===== src/rtl/ldm_stm_sequencer_pkg.sv =====
// Shared types and constants for the LDM/STM sequencer.
package ldm_stm_sequencer_pkg;

  typedef enum logic [1:0] {
    S_IDLE = 2'd0,
    S_XFER = 2'd1,
    S_WB   = 2'd2,
    S_DONE = 2'd3
  } seq_state_t;

  // Addressing mode as {P,U}
  typedef enum logic [1:0] {
    AM_DA = 2'b00,
    AM_IA = 2'b01,
    AM_DB = 2'b10,
    AM_IB = 2'b11
  } am_mode_t;

  localparam int         WORD_BYTES = 4;
  localparam logic [3:0] PC_IDX     = 4'd15;

  function automatic logic [4:0] popcount16(input logic [15:0] v);
    logic [4:0] c;
    c = '0;
    for (int i = 0; i < 16; i++) c = c + 5'(v[i]);
    return c;
  endfunction

endpackage


===== src/rtl/reglist_pri_enc.sv =====
// Lowest-set-bit encoder and popcount over a 16-bit register list.
module reglist_pri_enc
  import ldm_stm_sequencer_pkg::*;
(
  input  logic [15:0] list,
  output logic [3:0]  idx,
  output logic        valid,
  output logic [4:0]  count
);

  always_comb begin
    idx   = '0;
    valid = 1'b0;
    for (int i = 15; i >= 0; i--) begin
      if (list[i]) begin
        idx   = 4'(i);
        valid = 1'b1;
      end
    end
  end

  assign count = popcount16(list);

endmodule


===== src/rtl/ldm_stm_sequencer.sv =====
// LDM/STM sequencer: walks the register list in ascending order, issues one
// memory beat per register, then optionally writes back the base register.
module ldm_stm_sequencer
  import ldm_stm_sequencer_pkg::*;
#(
  parameter int DATA_W = 32,
  parameter int REG_W  = 4
) (
  input  logic              clk,
  input  logic              reset,
  input  logic              start,
  input  logic [15:0]       reglist,
  input  logic              is_load,
  input  logic              pre_idx,
  input  logic              up,
  input  logic              wback,
  input  logic [REG_W-1:0]  base_rn,
  input  logic [DATA_W-1:0] base_val,
  output logic              mem_req,
  output logic              mem_we,
  output logic [DATA_W-1:0] mem_addr,
  output logic [DATA_W-1:0] mem_wdata,
  input  logic [DATA_W-1:0] mem_rdata,
  input  logic              mem_ready,
  output logic [REG_W-1:0]  rf_ra2,
  input  logic [DATA_W-1:0] rf_rd2,
  output logic              rf_we3,
  output logic [REG_W-1:0]  rf_wa3,
  output logic [DATA_W-1:0] rf_wd3,
  output logic              pc_we,
  output logic [DATA_W-1:0] pc_wd,
  output logic              busy,
  output logic              done
);

  seq_state_t        state;
  logic [15:0]       rem_q;
  logic [REG_W-1:0]  cur_reg_q;
  logic [REG_W-1:0]  base_rn_q;
  logic [DATA_W-1:0] cur_addr_q;
  logic [DATA_W-1:0] final_addr_q;
  logic              is_load_q;
  logic              wb_en_q;
  logic              mem_req_q;
  logic              mem_we_q;
  logic              busy_q;
  logic              done_q;

  logic [15:0]       enc_in;
  logic [3:0]        enc_idx;
  logic              enc_valid;
  logic [4:0]        enc_cnt;
  logic [DATA_W-1:0] span;
  logic [DATA_W-1:0] first_addr;
  logic [DATA_W-1:0] final_addr;

  // In IDLE the encoder sees the incoming list; in XFER it sees what is left
  // once the current register is retired, giving the next register directly.
  assign enc_in = (state == S_IDLE) ? reglist
                                    : (rem_q & ~(16'h1 << cur_reg_q));

  reglist_pri_enc u_enc (
    .list  (enc_in),
    .idx   (enc_idx),
    .valid (enc_valid),
    .count (enc_cnt)
  );

  assign span       = DATA_W'(enc_cnt) * DATA_W'(WORD_BYTES);
  assign final_addr = up ? (base_val + span) : (base_val - span);

  always_comb begin
    first_addr = base_val;
    case (am_mode_t'({pre_idx, up}))
      AM_IA: first_addr = base_val;
      AM_IB: first_addr = base_val + DATA_W'(WORD_BYTES);
      AM_DA: first_addr = base_val - span + DATA_W'(WORD_BYTES);
      AM_DB: first_addr = base_val - span;
    endcase
  end

  always_ff @(posedge clk or posedge reset) begin
    if (reset) begin
      state        <= S_IDLE;
      rem_q        <= '0;
      cur_reg_q    <= '0;
      base_rn_q    <= '0;
      cur_addr_q   <= '0;
      final_addr_q <= '0;
      is_load_q    <= 1'b0;
      wb_en_q      <= 1'b0;
      mem_req_q    <= 1'b0;
      mem_we_q     <= 1'b0;
      busy_q       <= 1'b0;
      done_q       <= 1'b0;
    end else begin
      case (state)
        S_IDLE: begin
          if (start) begin
            is_load_q    <= is_load;
            base_rn_q    <= base_rn;
            final_addr_q <= final_addr;
            // A loaded base wins over write-back
            wb_en_q      <= wback && !(is_load && reglist[base_rn]);
            busy_q       <= 1'b1;
            if (!enc_valid) begin
              state  <= S_DONE;
              done_q <= 1'b1;
            end else begin
              state      <= S_XFER;
              rem_q      <= reglist;
              cur_reg_q  <= REG_W'(enc_idx);
              cur_addr_q <= first_addr;
              mem_req_q  <= 1'b1;
              mem_we_q   <= !is_load;
            end
          end
        end
        S_XFER: begin
          if (mem_ready) begin
            rem_q <= enc_in;
            if (enc_valid) begin
              cur_reg_q  <= REG_W'(enc_idx);
              cur_addr_q <= cur_addr_q + DATA_W'(WORD_BYTES);
            end else begin
              mem_req_q  <= 1'b0;
              mem_we_q   <= 1'b0;
              cur_reg_q  <= '0;
              cur_addr_q <= '0;
              if (wb_en_q) begin
                state <= S_WB;
              end else begin
                state  <= S_DONE;
                done_q <= 1'b1;
              end
            end
          end
        end
        S_WB: begin
          state  <= S_DONE;
          done_q <= 1'b1;
        end
        S_DONE: begin
          state  <= S_IDLE;
          done_q <= 1'b0;
          busy_q <= 1'b0;
        end
        default: state <= S_IDLE;
      endcase
    end
  end

  assign mem_req  = mem_req_q;
  assign mem_we   = mem_we_q;
  assign mem_addr = cur_addr_q;
  assign rf_ra2   = cur_reg_q;
  assign busy     = busy_q;
  assign done     = done_q;

  assign mem_wdata = (mem_req_q && mem_we_q) ? rf_rd2 : '0;

  // Load data lands in the same cycle mem_ready is seen
  always_comb begin
    rf_we3 = 1'b0;
    rf_wa3 = '0;
    rf_wd3 = '0;
    pc_we  = 1'b0;
    pc_wd  = '0;
    if (state == S_WB) begin
      rf_we3 = 1'b1;
      rf_wa3 = base_rn_q;
      rf_wd3 = final_addr_q;
    end else if (state == S_XFER && mem_ready && is_load_q) begin
      if (cur_reg_q == REG_W'(PC_IDX)) begin
        pc_we = 1'b1;
        pc_wd = mem_rdata;
      end else begin
        rf_we3 = 1'b1;
        rf_wa3 = cur_reg_q;
        rf_wd3 = mem_rdata;
      end
    end
  end

endmodule


===== config.mk =====
export PLATFORM = sky130hd
export DESIGN_NAME = ldm_stm_sequencer
export DESIGN_NICKNAME = d
export VERILOG_FILES = /design/src/rtl/ldm_stm_sequencer_pkg.sv /design/src/rtl/reglist_pri_enc.sv /design/src/rtl/ldm_stm_sequencer.sv
export SDC_FILE = /design/constraint.sdc
export NUM_CORES = 1
export LEC_CHECK = 0
export CORE_UTILIZATION = 30
export DETAILED_ROUTE_END_ITERATION = 10
export DONT_BUFFER_PORTS = 1
export SLEW_MARGIN = 20
export SYNTH_ARGS = -nofsm -noshare
export SYNTH_HDL_FRONTEND = slang
export SYNTH_HIERARCHICAL = 1
export SYNTH_SLANG_ARGS = --single-unit

===== constraint.sdc =====
create_clock -name clk -period 8.8 [get_ports clk]
set_clock_uncertainty 0.15 [all_clocks]
set_input_delay 1.76 -clock clk [delete_from_list [all_inputs] [get_ports clk]]
set_output_delay 1.76 -clock clk [all_outputs]
set_load 0.005 [all_outputs]

==> impl_metrics.tcl, run 1 <==
set metrics [dict create \
    outcome "completed" \
    die_h_um 184 \
    layout-drive-gt1-share_pct 7.46 \
    synth-edff-count 0 \
    finalMaxSlewViolations 0 \
    fin_crit_sh_pct 93.8 \
    rows 66 \
    grt_usage_pct 20.7 \
    yosysTopAreaCellShare_pct 24.2 \
    synth_compound_area_share_pct 26.3 \
    worstPathArrival_ns 8.39 \
    synth_flop_cell "dfrtp_1" \
    netlist_top_cells_area "dfrtp_1 (24%), o21ai_0 (7.5%), nand2_1 (6.1%)" \
    antenna_found_initial 0 \
    relSlewSlack_pct 28.3 \
    vias 10100 \
    grt_pass1_vias 9556 \
    fin_crit_ns 8.26 \
    area_growth_pct 7.24 \
    drt-total-wl_um 35800 \
    ys_ff_latch 96 \
    synth-xor-area-share_pct 6.52 \
    crit_path_max_fanout 11 \
    hp-start "final_addr_q[26]" \
    drtAntennaViolNets 0 \
    vias_per_cell 5.84 \
    start_util_pct 30.5 \
    hp-class "register to register" \
    cts_setup_buffers 0 \
    rsz0062_at_grt "no" \
    setup_viol 0 \
    synth.distinct_cells 82 \
    netlist_top_cells_count "nand2_1 (162), o21ai_0 (150), dfrtp_1 (96), nor2_1 (93), clkbuf_1 (87)" \
    synth_top_family_by_area "simple AND/OR/NAND/NOR gates" \
    syn_inst 1339 \
    required_ns 8.93 \
    cts_resized 0 \
    avgRoutedWirePerCell_um 20.7 \
    synth_fa_ha_area_share_pct 5.43 \
    insertion_delay_ns 0.36 \
    finalSetupTns_ns 0 \
    clockRootBuffer "clkbuf_16" \
    port_buffers 0 \
    synth-seq-area-share_pct 24.2 \
    dp_hpwl_um 27500 \
    ios 266 \
    yosys.area_share.simple_pct 28.5 \
    htreeDepth 3 \
    syn-cell-area_mm2 0.00995 \
    grt_pass1_wl_um 54300 \
    synth.most_common_cell "nand2_1" \
    cts_buffers 9 \
    cts_tree "yes" \
    async_reset_ff_share_pct 100 \
    dr.pass1.iters 5 \
    synth_top_area_cell "dfrtp_1" \
    syn_nets 1499 \
    hold_viol 0 \
    grt_max_degree 71 \
    n_antenna_cell 0 \
    avgSynthCellArea_um2 7.43 \
    drc 0 \
    worstMarginPinSlew_ns 1.07 \
    worstSetupStartpoint "reglist[5]" \
    timing.fmax_mhz 121 \
    synth_mux_area_share_pct 2.84 \
    worstSetupStartpointType "input pin" \
    drv_cap 0 \
    clkSlewWorstSetupHoldPaths_ns 0.08 \
    r2r-start "rf_ra2[1]" \
    overflow 0 \
    cts_buffer_depth 2 \
    fin_nets 1442 \
    hold_buffers 0 \
    end_kind "register" \
    yosysWarnings 6 \
    clock_sinks 96 \
    die_x_um 184 \
    die-area_mm2 0.0339 \
    gp_congestion 0.892 \
    path_class "input pin to register" \
    drt-initial-drc-count 809 \
    core_mm2 0.0326 \
]
==> layer usage <==
layer | share of wire, % | wire length (um) | GRT usage (%) | vias to the layer above
met5 | 0 | 0 | 0 | -
met2 | 50 | 17900 | 36.2 | 347
met1 | 41 | 14800 | 25.3 | 4926
met4 | 2.6 | 938 | 7.07 | 0
li1 | - | - | - | 4765
met3 | 6.1 | 2200 | 3.83 | 54
==> worst paths after layout <==
path	cells past startpoint	slack, ns	end
max in group asynchronous	2	6.15	mem_addr[17]
min reg2reg	2	0.34	final_addr_q[26]
min	2	0.34	final_addr_q[26]
max reg2reg	24	0.66	mem_addr[28]
min in group asynchronous	1	1.11	final_addr_q[3]
max	23	0.54	mem_addr[28]
==> state kept, by name, indices dropped and copies added, names as in the netlist, 2 cells and up <==
| register | flops |
|---|---|
| rf_ra2 | 4 |
| final_addr_q | 32 |
| mem_addr | 32 |
| rem_q | 16 |
| state | 2 |
| base_rn_q | 4 |
==> layout by cell type (no fill, tap or decap), types with 38 or more instances in the layout <==
master,synthesis,final
nor2_1,93,93
and3_1,46,46
inv_1,54,53
a21oi_1,58,58
dfrtp_1,96,96
o21ai_0,150,149
nand3_1,45,45
xnor2_1,56,56
and2_1,39,39
nor3_1,40,38
nand2_1,162,161
a22o_1,60,60
==> logic make-up (layout without fill, tap and decap cells) <==
logic type,after synthesis,after routing
buffers and inverters,157,105
AO/OA/AOI/OAI,400,400
XOR/XNOR,74,74
multiplexers,21,21
adder cells (fa/ha/maj),36,36
flip-flops,96,96
AND/OR/NAND/NOR,555,555
==> cell type report <==
type	count	area (um2)
inverters	55	209
flip-flops and latches	96	2400
multi-input cells	1086	6950
clock inverters	7	72.6
clock buffers	9	225
fillers	3529	22000
repair buffers	34	255
well taps	442	553
==> critical path, cell delays in order <==
cell and delay, ns:
nand2_1 0.03, o21ai_0 0.23, inv_1 0.17, fa_1 0.59, fa_1 0.44, fa_1 0.51, fa_1 0.41, inv_1 0.07
ha_1 0.17, inv_1 0.07, fa_1 0.46, xnor2_1 0.24, inv_1 0.07, ha_1 0.38, nor2b_1 0.20, o221a_2 0.30
or3_1 0.37, a222oi_1 0.42, and4_1 0.50, nand3_1 0.29, nor4_1 0.39, xor2_1 0.11, o31ai_1 0.19
==> stage by stage <==
stage	cells	util, %	area, um2	hold WS, ns	setup WS, ns
after global placement	1713	31.8	10400	0.318	0.234
after global routing	1729	32.7	10700	0.363	0.0886
after CTS	1729	32.7	10700	0.343	0.524
after floorplan	1339	-	9950	0.300	0.791
final	1729	32.7	10700	0.340	0.542
after detailed placement	1713	31.8	10400	0.326	0.118
Power of run 1 is left out: the tool's default activity adds up to more than one toggle a clock period on the data nets, which glitch-free logic cannot reach.
==> run 2, diff against run 1 <==
Settings changed: CORE_ASPECT_RATIO set to 0.8.
==> impl_metrics.tcl, run 2 (synthesis gave the netlist of run 1 again) <==
set metrics [dict create \
    crit_family "adder cells" \
    hp-class "register to register" \
    dp_hpwl_um 30400 \
    htreeDepth 3 \
    outcome "completed" \
    crit_buf_inv 4 \
    critPathMostFrequentCell "fa_1" \
    gp_congestion 0.971 \
    fin_nets 1446 \
    grt_pass1_wl_um 59300 \
    final_common_cell "nand2_1" \
    clkSlewWorstSetupHoldPaths_ns 0.08 \
    fin_crit_ns 8.20 \
    grt_usage_pct 23.1 \
    dr.pass1.iters 5 \
    end_kind "register" \
    layout-drive-gt1-share_pct 7.75 \
    die-area_mm2 0.0339 \
    port_buffers 0 \
    core_mm2 0.0326 \
    layout_common_cells "nand2_1 (161), o21ai_0 (149), dfrtp_1 (96), nor2_1 (92), a22o_1 (60)" \
    antenna_found_initial 4 \
    grt_pass1_vias 9659 \
    cts_buffer_depth 2 \
    setup_viol 0 \
    cts_buffers 9 \
    fin_crit_sh_pct 93.2 \
    worst_hold_slack_ns 0.337 \
    worstSetupStartpointType "input pin" \
    drv_cap 0 \
    rr_worst_depth 25 \
    hold_depth 2 \
    cts_tree "yes" \
    finalMaxSlewViolations 0 \
    path_class "input pin to register" \
    drt-total-wl_um 39200 \
    rsz0062_at_grt "no" \
    clock_sinks 96 \
    ios 266 \
    start_util_pct 30.6 \
    rows 59 \
    drt-initial-drc-count 832 \
    drtAntennaViolNets 0 \
    area_growth_pct 7.47 \
    die_x_um 206 \
    rrSetupSlack_ns 0.74 \
    avgRoutedWirePerCell_um 22.8 \
    die_h_um 165 \
    drc 0 \
    crit_path_max_fanout 10 \
    worstPathArrival_ns 8.34 \
    timing.fmax_mhz 122 \
    vias_per_cell 5.92 \
    relSlewSlack_pct 29.0 \
    finalSetupTns_ns 0 \
    overflow 0 \
    crit_path_max_incr_delay_ns 0.60 \
    grt_max_degree 71 \
    required_ns 8.94 \
    insertion_delay_ns 0.38 \
    hold_buffers 0 \
    vias 10200 \
    cp_slowest_cell "fa_1" \
    cp.depth 24 \
    cp_cell_sequence "nand2_1 > o21ai_0 > inv_1 > fa_1 > fa_1 > fa_1 > fa_1 > inv_1 > ha_1 > inv_1 > fa_1 > nor2b_1 > o21a_1 > inv_1 > ha_1 > a21oi_1 > nand2_1 > or3_1 > a222oi_1 > and4_1 > nand3_1 > nor4_1 > xor2_1 > o31ai_1" \
    clockRootBuffer "clkbuf_16" \
    hold_viol 0 \
    worstMarginPinSlew_ns 1.06 \
]
run 2: worst paths after layout:
check                                 startpoint                to
worst max-delay path                  reglist[5]      mem_addr[28]
worst min-delay path            final_addr_q[30]  final_addr_q[30]
worst max register to register         rf_ra2[0]      mem_addr[28]
worst min register to register  final_addr_q[30]  final_addr_q[30]
max in group asynchronous                  reset      mem_addr[19]
min in group asynchronous                  reset      base_rn_q[3]
run 2: worst register-to-register path, cell delays in order, from the launching register on:
cell,delay (ns)
dfrtp_1,0.56
nand2b_1,0.39
o21ai_0,0.14
o21ai_0,0.38
inv_1,0.15
fa_1,0.60
fa_1,0.44
fa_1,0.51
fa_1,0.41
inv_1,0.07
ha_1,0.15
inv_1,0.06
fa_1,0.45
nor2b_1,0.13
o21a_1,0.15
inv_1,0.05
ha_1,0.30
a21oi_1,0.30
nand2_1,0.26
or3_1,0.38
a222oi_1,0.46
and4_1,0.50
nand3_1,0.30
nor4_1,0.38
xor2_1,0.11
o31ai_1,0.19
run 2: per-layer routing:
layer	wire, um	vias to the layer above	track usage (%)
met5	0	-	0
met4	1080	0	8.45
li1	-	4765	-
met1	16600	4871	30.1
met2	17900	493	36.8
met3	3590	53	5.90
run 2: repair_timing:
item / CTS / global route
setup buffers: 0 / 0
gates resized for setup: 0 / 2
setup endpoints to repair: 0 / 11
run 2: cell type report:
class | instances | area [um2]
multi-input cells | 1086 | 6950
clock inverters | 7 | 81.3
well taps | 427 | 534
repair buffers | 38 | 285
inverters | 55 | 209
fillers | 3456 | 21900
diodes | 1 | 2.50
flip-flops and latches | 96 | 2400
clock buffers | 9 | 225
run 2: per-stage QoR:
stage	instances	setup slack [ns]	utilization, %	cell area, um2
after floorplan	1339	0.791	-	9950
after global placement	1702	0.235	31.9	10400
after detailed placement	1702	0.188	31.9	10400
after CTS	1718	0.601	32.8	10700
after global routing	1719	0.0171	32.8	10700
final	1719	0.601	32.8	10700
Power of run 2 is left out for the same reason.
==> run 3, diff against run 2 <==
Settings changed: DONT_BUFFER_PORTS 1 to not set, RECOVER_POWER set to 100.
==> impl_metrics.tcl, run 3 (synthesis gave the netlist of run 1 again) <==
set metrics [dict create \
    layout_common_cells "nand2_1 (162), o21ai_0 (146), clkdlybuf4s50_1 (141), dlygate4sd3_1 (124), dfrtp_1 (96)" \
    clock_sinks 96 \
    port_buffers 265 \
    rows 59 \
    timing.fmax_mhz 119 \
    avgRoutedWirePerCell_um 20.6 \
    die-area_mm2 0.0339 \
    cts_buffer_depth 2 \
    drt-total-wl_um 41800 \
    area_growth_pct 36.8 \
    layout-drive-gt1-share_pct 7.81 \
    htreeDepth 3 \
    relSlewSlack_pct -87.1 \
    insertion_delay_ns 0.38 \
    crit_family "adder cells" \
    cts_buffers 9 \
    drtAntennaViolNets 0 \
    overflow 0 \
    core_mm2 0.0326 \
    drv_cap 4 \
    crit_path_max_fanout 11 \
    fin_crit_sh_pct 95.6 \
    r2r-start "state[0]" \
    vias 11400 \
    hold_viol 0 \
    setup_viol 0 \
    fin_nets 1755 \
    drt-initial-drc-count 842 \
    vias_per_cell 5.61 \
    dr.pass1.iters 6 \
    required_ns 8.90 \
    worstPathArrival_ns 8.51 \
    die_h_um 165 \
    dp_hpwl_um 32700 \
    start_util_pct 30.6 \
    cp_slowest_cell "fa_1" \
    grt_pass1_wl_um 63500 \
    crit_path_max_incr_delay_ns 0.54 \
    die_x_um 206 \
    finalMaxSlewViolations 178 \
    ios 266 \
    end_kind "register" \
    violations "max-capacitance violations, max-slew violations" \
    wl_met3_um 2800 \
    fin_crit_ns 8.41 \
    clkSlewWorstSetupHoldPaths_ns 0.08 \
    gp_congestion 0.918 \
    grt_pass1_vias 10900 \
    outcome "finished with violations" \
    worstMarginPinSlew_ns 2.81 \
    final_util_pct 41.8 \
    path_class "input pin to register" \
    antenna_found_initial 0 \
    cts_tree "yes" \
    hp-start "final_addr_q[30]" \
    grt_max_degree 63 \
    worstSetupStartpoint "reglist[13]" \
    drc 0 \
    critPathMostFrequentCell "fa_1" \
    grt_usage_pct 24.4 \
    final_common_cell "nand2_1" \
    hp-class "register to register" \
    rsz0062_at_grt "no" \
    clockRootBuffer "clkbuf_16" \
    met2_length_um 19700 \
    crit_buf_inv 6 \
    wl_met1_um 18700 \
    top_layer "met4" \
    worstSetupStartpointType "input pin" \
]
==> run 3: cell types whose count changed in the layout (fill, tap and decap cells not counted), sizes merged <==
| cell | delta |
|---|---|
| clkdlybuf4s50 | +141 |
| dlygate4sd3 | +124 |
| buf | +23 |
| clkbuf | +21 |
| clkinvlp | +2 |
| inv | -2 |
| bufinv | +1 |
| clkinv | -1 |
==> run 3: tightest hold or removal path, stage by stage, from the launching register on <==
cell	delay, ns
dfrtp_1	0.35
nand2_1	0.05
o21ai_0	0.06
==> run 3: per-layer routing <==
metal  GRT usage [%]  vias to the layer above
li1                -                     5373
met2            41.1                      441
met4            5.69                        0
met1            32.5                     5526
met3            3.69                       42
met5               0                        -
==> run 3: worst paths after layout <==
check	endpoint	slack, ns	cells after the start
worst max-delay path	mem_addr[21]	0.39	25
worst min-delay path	final_addr_q[30]	0.34	2
worst max register to register	mem_addr[21]	0.78	27
worst min register to register	final_addr_q[30]	0.34	2
max in group asynchronous	final_addr_q[27]	2.78	3
min in group asynchronous	base_rn_q[1]	2.30	2
==> run 3: cell type report <==
class	instances	area (um2)
clock inverter	7	87.6
fill	3378	19000
multi-input combinational	1086	6930
inverter	55	208
timing repair buffer	347	3210
antenna	1	2.50
clock buffer	9	225
sequential	96	2400
tap	427	534
==> run 3: repair_timing <==
item                                    CTS  global route
endpoints found under the setup margin    0            12
gates resized for setup                   0             8
hold buffers                              0             0
setup buffers                             0             0
==> run 3: stage by stage <==
stage                     hold slack (ns)  TNS [ns]  worst slack [ns]  instances  area (um2)
after floorplan                     0.300         0             0.791       1339        9950
after global placement              0.312   -0.0413           -0.0320       2011       13400
after detailed placement            0.326    -0.196           -0.0703       2011       13400
after CTS                           0.348         0             0.270       2027       13700
after global routing                0.356         0            0.0152       2027       13600
final                               0.337         0             0.386       2028       13600
Power of run 3 is left out for the same reason.
